`config.mk`:
```
export PLATFORM = sky130hd
export DESIGN_NAME = switch_mp
export DESIGN_NICKNAME = d
export VERILOG_FILES = /design/src/rtl/switch_mp_pkg.sv /design/src/rtl/switch_mp_fifo.sv /design/src/rtl/switch_mp.sv
export SDC_FILE = /design/constraint.sdc
export NUM_CORES = 1
export LEC_CHECK = 0
export BUFFER_PORTS_ARGS = -buffer_cell sky130_fd_sc_hd__buf_2
export CORE_MARGIN = 2
export CORE_UTILIZATION = 55
export CTS_CLUSTER_DIAMETER = 30
export DETAILED_ROUTE_END_ITERATION = 7
export GPL_TIMING_DRIVEN = 0
export PLACE_DENSITY = 0.76
export SYNTH_ARGS = -nofsm -noshare
export SYNTH_HDL_FRONTEND = slang
export SYNTH_SLANG_ARGS = --single-unit
```
`constraint.sdc`:
```
create_clock -name clk -period 4.95 [get_ports clk]
set_input_delay 0.2475 -clock clk [delete_from_list [all_inputs] [get_ports clk]]
set_output_delay 0.2475 -clock clk [all_outputs]
set_load 0.005 [all_outputs]
```
`src/rtl/switch_mp_pkg.sv`:
```
// switch_mp_pkg
//   Shared defaults and width helpers for the multi-port packet switch.
//   The beat struct is declared inside switch_mp because its field widths
//   follow that module's parameters.
package switch_mp_pkg;

    localparam int unsigned DEF_NUM_PORTS    = 4;
    localparam int unsigned DEF_ADDR_W       = 8;
    localparam int unsigned DEF_DATA_W       = 16;
    localparam int unsigned DEF_FIFO_DEPTH   = 4;
    localparam int unsigned DEF_DROP_ON_FULL = 0;
    localparam int unsigned DEF_CNT_W        = 16;

    // Port-select width: number of top address bits that pick the output port.
    function automatic int unsigned psel_w(input int unsigned num_ports);
        return (num_ports < 2) ? 1 : $clog2(num_ports);
    endfunction

    // FIFO pointer width; the occupancy count is one bit wider.
    function automatic int unsigned ptr_w(input int unsigned depth);
        return (depth < 2) ? 1 : $clog2(depth);
    endfunction

endpackage

```
`src/rtl/switch_mp_fifo.sv`:
```
// switch_mp_fifo
//   Synchronous show-ahead FIFO. The head entry is presented on `head`
//   whenever the FIFO is not empty and is zero when it is empty.
//   Ports:
//     clk, rst      clock and synchronous active-high reset
//     push, wdata   write request and data (ignored while full)
//     pop           advance past the head entry (ignored while empty)
//     full, empty   occupancy flags derived from the registered count
//     head          current head entry
module switch_mp_fifo
    import switch_mp_pkg::*;
#(
    parameter int unsigned DEPTH = DEF_FIFO_DEPTH,
    parameter int unsigned WIDTH = DEF_ADDR_W + DEF_DATA_W
) (
    input  logic             clk,
    input  logic             rst,
    input  logic             push,
    input  logic [WIDTH-1:0] wdata,
    input  logic             pop,
    output logic             full,
    output logic             empty,
    output logic [WIDTH-1:0] head
);

    localparam int unsigned PTR_W = ptr_w(DEPTH);
    localparam logic [PTR_W:0] FULL_CNT = (PTR_W + 1)'(DEPTH);

    logic [WIDTH-1:0] mem [DEPTH];
    logic [PTR_W-1:0] wr_ptr;
    logic [PTR_W-1:0] rd_ptr;
    logic [PTR_W:0]   count;
    logic             do_push;
    logic             do_pop;

    assign full    = (count == FULL_CNT);
    assign empty   = (count == '0);
    // Fullness is sampled before the same-cycle pop, so a full FIFO never
    // takes a push even while it is draining.
    assign do_push = push && !full;
    assign do_pop  = pop && !empty;
    assign head    = empty ? '0 : mem[rd_ptr];

    always_ff @(posedge clk) begin
        if (rst) begin
            wr_ptr <= '0;
            rd_ptr <= '0;
            count  <= '0;
        end else begin
            if (do_push) begin
                wr_ptr <= wr_ptr + PTR_W'(1);
            end
            if (do_pop) begin
                rd_ptr <= rd_ptr + PTR_W'(1);
            end
            case ({do_push, do_pop})
                2'b10:   count <= count + (PTR_W + 1)'(1);
                2'b01:   count <= count - (PTR_W + 1)'(1);
                default: count <= count;
            endcase
        end
    end

    // Storage is not reset; `head` is masked while empty.
    always_ff @(posedge clk) begin
        if (do_push && !rst) begin
            mem[wr_ptr] <= wdata;
        end
    end

endmodule

```
`src/rtl/switch_mp.sv`:
```
// switch_mp
//   Multi-port packet switch. Each accepted {addr,data} beat is routed by its
//   top address bits to one of NUM_PORTS output FIFOs, each with its own
//   valid/ready interface.
//   Ports:
//     clk, rst             clock and synchronous active-high reset
//     in_valid/in_ready    input handshake (in_ready is combinational on in_addr)
//     in_addr, in_data     input beat
//     out_valid/out_ready  per-port handshake, bit p for port p
//     out_addr, out_data   per-port head beat, port p at [p*W +: W]
//     drop_cnt             saturating count of beats dropped on a full port
//                          (DROP_ON_FULL=1 only, otherwise 0)
module switch_mp
    import switch_mp_pkg::*;
#(
    parameter int unsigned NUM_PORTS    = DEF_NUM_PORTS,
    parameter int unsigned ADDR_W       = DEF_ADDR_W,
    parameter int unsigned DATA_W       = DEF_DATA_W,
    parameter int unsigned FIFO_DEPTH   = DEF_FIFO_DEPTH,
    parameter int unsigned DROP_ON_FULL = DEF_DROP_ON_FULL,
    parameter int unsigned CNT_W        = DEF_CNT_W
) (
    input  logic                        clk,
    input  logic                        rst,
    input  logic                        in_valid,
    output logic                        in_ready,
    input  logic [ADDR_W-1:0]           in_addr,
    input  logic [DATA_W-1:0]           in_data,
    output logic [NUM_PORTS-1:0]        out_valid,
    input  logic [NUM_PORTS-1:0]        out_ready,
    output logic [NUM_PORTS*ADDR_W-1:0] out_addr,
    output logic [NUM_PORTS*DATA_W-1:0] out_data,
    output logic [CNT_W-1:0]            drop_cnt
);

    localparam int unsigned PSEL_W = psel_w(NUM_PORTS);
    localparam int unsigned BEAT_W = ADDR_W + DATA_W;

    typedef struct packed {
        logic [ADDR_W-1:0] addr;
        logic [DATA_W-1:0] data;
    } beat_t;

    logic [PSEL_W-1:0]    dest;
    logic [NUM_PORTS-1:0] full;
    logic [NUM_PORTS-1:0] empty;
    logic [NUM_PORTS-1:0] push;
    logic [NUM_PORTS-1:0] pop;
    logic                 dest_full;
    logic                 accept;
    beat_t                in_beat;
    beat_t                head [NUM_PORTS];

    assign dest      = in_addr[ADDR_W-1 -: PSEL_W];
    assign dest_full = full[dest];
    assign in_beat   = '{addr: in_addr, data: in_data};

    // In drop mode the switch never stalls the source; a beat to a full
    // port is accepted and discarded instead.
    assign in_ready  = !rst && ((DROP_ON_FULL != 0) || !dest_full);
    assign accept    = in_valid && in_ready;

    for (genvar p = 0; p < NUM_PORTS; p++) begin : g_port
        assign push[p] = accept && !dest_full && (dest == PSEL_W'(p));
        assign pop[p]  = out_valid[p] && out_ready[p];

        switch_mp_fifo #(
            .DEPTH (FIFO_DEPTH),
            .WIDTH (BEAT_W)
        ) u_fifo (
            .clk   (clk),
            .rst   (rst),
            .push  (push[p]),
            .wdata (in_beat),
            .pop   (pop[p]),
            .full  (full[p]),
            .empty (empty[p]),
            .head  (head[p])
        );

        assign out_valid[p]                   = !empty[p];
        assign out_addr[p*ADDR_W +: ADDR_W]   = head[p].addr;
        assign out_data[p*DATA_W +: DATA_W]   = head[p].data;
    end

    if (DROP_ON_FULL != 0) begin : g_drop
        logic [CNT_W-1:0] cnt;

        always_ff @(posedge clk) begin
            if (rst) begin
                cnt <= '0;
            end else if (accept && dest_full && (cnt != '1)) begin
                cnt <= cnt + CNT_W'(1);
            end
        end

        assign drop_cnt = cnt;
    end else begin : g_nodrop
        assign drop_cnt = '0;
    end

endmodule

```
==> flow_summary_export.csv <==
group,metric,value,unit
yosys,yosys-top-cells-area,"edfxtp_1 69%, mux4_2 13%, dfxtp_1 4.3%",
power,power_frac_comb,0.075,
grt,grt_max_degree,25,
layout,num-fill-cells,1819,
yosys,ys_async_sr_fraction,0,
critical_path,r2r_slack,2220,ps
grt,gr-total-overflow,0,
clock_tree,cts_hold_buf,0,
yosys,synth-main-ff-cell,"edfxtp_1",
run_status,status,"finished clean",
grt,antenna_found_initial,0,
routing,first_pass_iters,5,
placed_design,post_dp_cell_area,17900,µm²
clock_tree,cts-root-buf,"clkbuf_16",
critical_path,cp.required,4700,ps
floorplanning,initial_utilization,0.561,
timing,fmax,364,MHz
yosys,ys_top_cells_by_count,"384 x edfxtp_1, 96 x mux4_2, 96 x nor2b_1",
clock_tree,cts_sinks,420,
timing,skew,23.1,ps
layout,syn2layout_area_growth,21.9,%
yosys,ys_warn_count,0,
routing,viasPerCell,5.76,
routing,drt_iter0_drc,888,
placed_design,place_hpwl,20.6,mm
yosys,syn_area,16700,µm²
layout,antenna_cells,0,
floorplanning,die_x,178,µm
power,power-per-cell-area,466,nW/µm²
yosys,synth_cell_types,37,
placed_design,io_buffers,131,
clock_tree,tritoncts,"yes",
power,internal-power,7290,µW
routing,drtAntennaViolNets,0,
routing,wl_per_cell,24.1,µm
yosys,synth_top_area_cell,"edfxtp_1",
yosys,ys_ff_latch,420,
critical_path,worstSetupPathType,"flop to output pin",
yosys,syn_area_per_cell,19.5,µm²
job,drv_cap,0,
floorplanning,core-area,29700,µm²
grt,grtUsageTotal,0.239,
timing,maxSlewHeadroom,0.0413,
timing,setup_viol,0,
power,p_switching,2180,µW
timing,rsz0062_at_grt,"no",
clock_tree,cts_made_buffers,72,
routing,routed_wl,36.6,mm
timing,min_period,2750,ps
layout,final_cell_area,20300,µm²
power,power,9460,µW
floorplanning,std_cell_rows,63,
clock_tree,cts.htree.levels,3,
timing,holdWs,66.6,ps
placed_design,gp_congestion,0.790,
yosys,synth.most_common_cell,"edfxtp_1",
floorplanning,die_area,31700,µm²
grt,grt_pass1_wl,54.7,mm
power,p_seq_frac,0.417,
routing,vias,8754,
timing,worstMarginPinSlew,1440,ps
floorplanning,io-pin-count,148,
timing,fin_crit_sh,0.555,
floorplanning,die_height,178,µm
yosys,syn_inst,853,
timing,report.final.slew_viol_count,0,
clock_tree,cts-resized-gates,0,
critical_path,endpoint_kind,"output pin",
critical_path,arrival,2500,ps
layout,layout.nets,1130,
routing,drcViolationCount,0,
power,sw_frac_of_total,0.230,
power,clockPowerShare,0.508,
clock_tree,post_cts.repair.setup_buffers,0,
clock_tree,clkTransAtPathRegs,60,ps
timing,tns,0,ps
yosys,synth_edf_count,384,
grt,grt_pass1_vias,9179,
hold_path,hold_path.class,"input port to flop",
layout,drive_above_1_share,0.362,
power,ir_worst_vdd,0.000301,V
critical_path,critPathLaunchType,"flop",
clock_tree,clock_latency,560,ps
critical_path,critPathMaxFanout,10,
power,power_leakage,0.00705,µW
timing,hold_violations,0,
yosys,synth-seq-area-share,0.735,
clock_tree,clockBufferDepth,3,
yosys,synth_top_cell_area_share,0.692,
cells by family (layout without fill, tap and decap cells):
logic type                 count (synthesis)  after routing  share of synthesized area
and+or+nand+nor                          177            177                     0.0644
other                                      1             16                   0.000225
xor gates and xnor gates                  16             16                    0.00841
muxes                                    104            104                      0.135
AOI/OAI and AO/OA                         24             24                    0.00924
DFF                                      420            420                      0.735
buffers and inverters                     87            350                     0.0279
adders and majority gates                 24             24                     0.0198
through the flow:
stage	instances	util	setup slack, ps
after floorplan	868	-	2790
after global placement	1389	0.601	1920
after detailed placement	1390	0.602	1870
after CTS	1520	0.682	2000
after global routing	1521	0.684	2070
final	1521	0.684	2200
placed cells by master, fill, tap and decap left out, drive strengths merged, types with 20 or more instances in the layout:
master  synthesis  final
buf            44    177
clkbuf         10     90
clkinv          0     24
dfxtp          36     36
edfxtp        384    384
ha             20     20
inv            33     41
mux4           96     96
nor2           33     33
nor2b          96     96
worst max-delay path, cell delays in order, from the launching register on:
cell	delay, ps
dfxtp_1	370
nor3_2	540
clkbuf_1	630
nor2b_1	210
buf_2	190
registers in the layout, summed over array words and instances, names as in the netlist, named ones only:
| register | count |
|---|---|
| g_port.u_fifo.rd_ptr | 8 |
| g_port.u_fifo.wr_ptr | 8 |
| g_port.u_fifo.count | 12 |
| g_port.u_fifo.mem | 384 |
power by group through the flow:
stage / clock, µW / sequential (µW) / combinational [µW]
2_1_floorplan: 0 / 4000 / 423
3_3_place_gp: 0 / 4010 / 691
3_5_place_dp: 0 / 4010 / 708
4_1_cts: 4860 / 3940 / 721
5_1_grt: 5010 / 3940 / 776
6_report: 4810 / 3940 / 712
per-layer routing:
metal  vias to the layer above  wire [µm]  global-route usage
met1                      4521      14700               0.320
met2                       394      17900               0.384
met5                         -          0                   0
met3                        84       2840              0.0475
met4                         0       1130               0.107
li1                       3755          -                   -
final cells by class:
cell class | instances | area [µm²] | area share
plain buffers | 54 | 340 | 0.0168
clock buffers | 80 | 1850 | 0.0912
clock inverters | 50 | 527 | 0.0259
inverters | 33 | 124 | 0.00610
multi-input cells | 361 | 4020 | 0.198
flip-flops and latches | 420 | 12300 | 0.603
well taps | 390 | 488 | 0.0240
repair buffers | 133 | 711 | 0.0350
final timing paths:
check / start / to / cells past startpoint
min: rst / g_port[2].u_fifo.wr_ptr[1] / 3
max reg2reg: g_port[1].u_fifo.count[1] / g_port[1].u_fifo.mem[0][8] / 3
max: g_port[1].u_fifo.count[0] / out_addr[11] / 4
min reg2reg: g_port[3].u_fifo.wr_ptr[1] / g_port[3].u_fifo.wr_ptr[1] / 2
(Power assumes the default switching activity.)
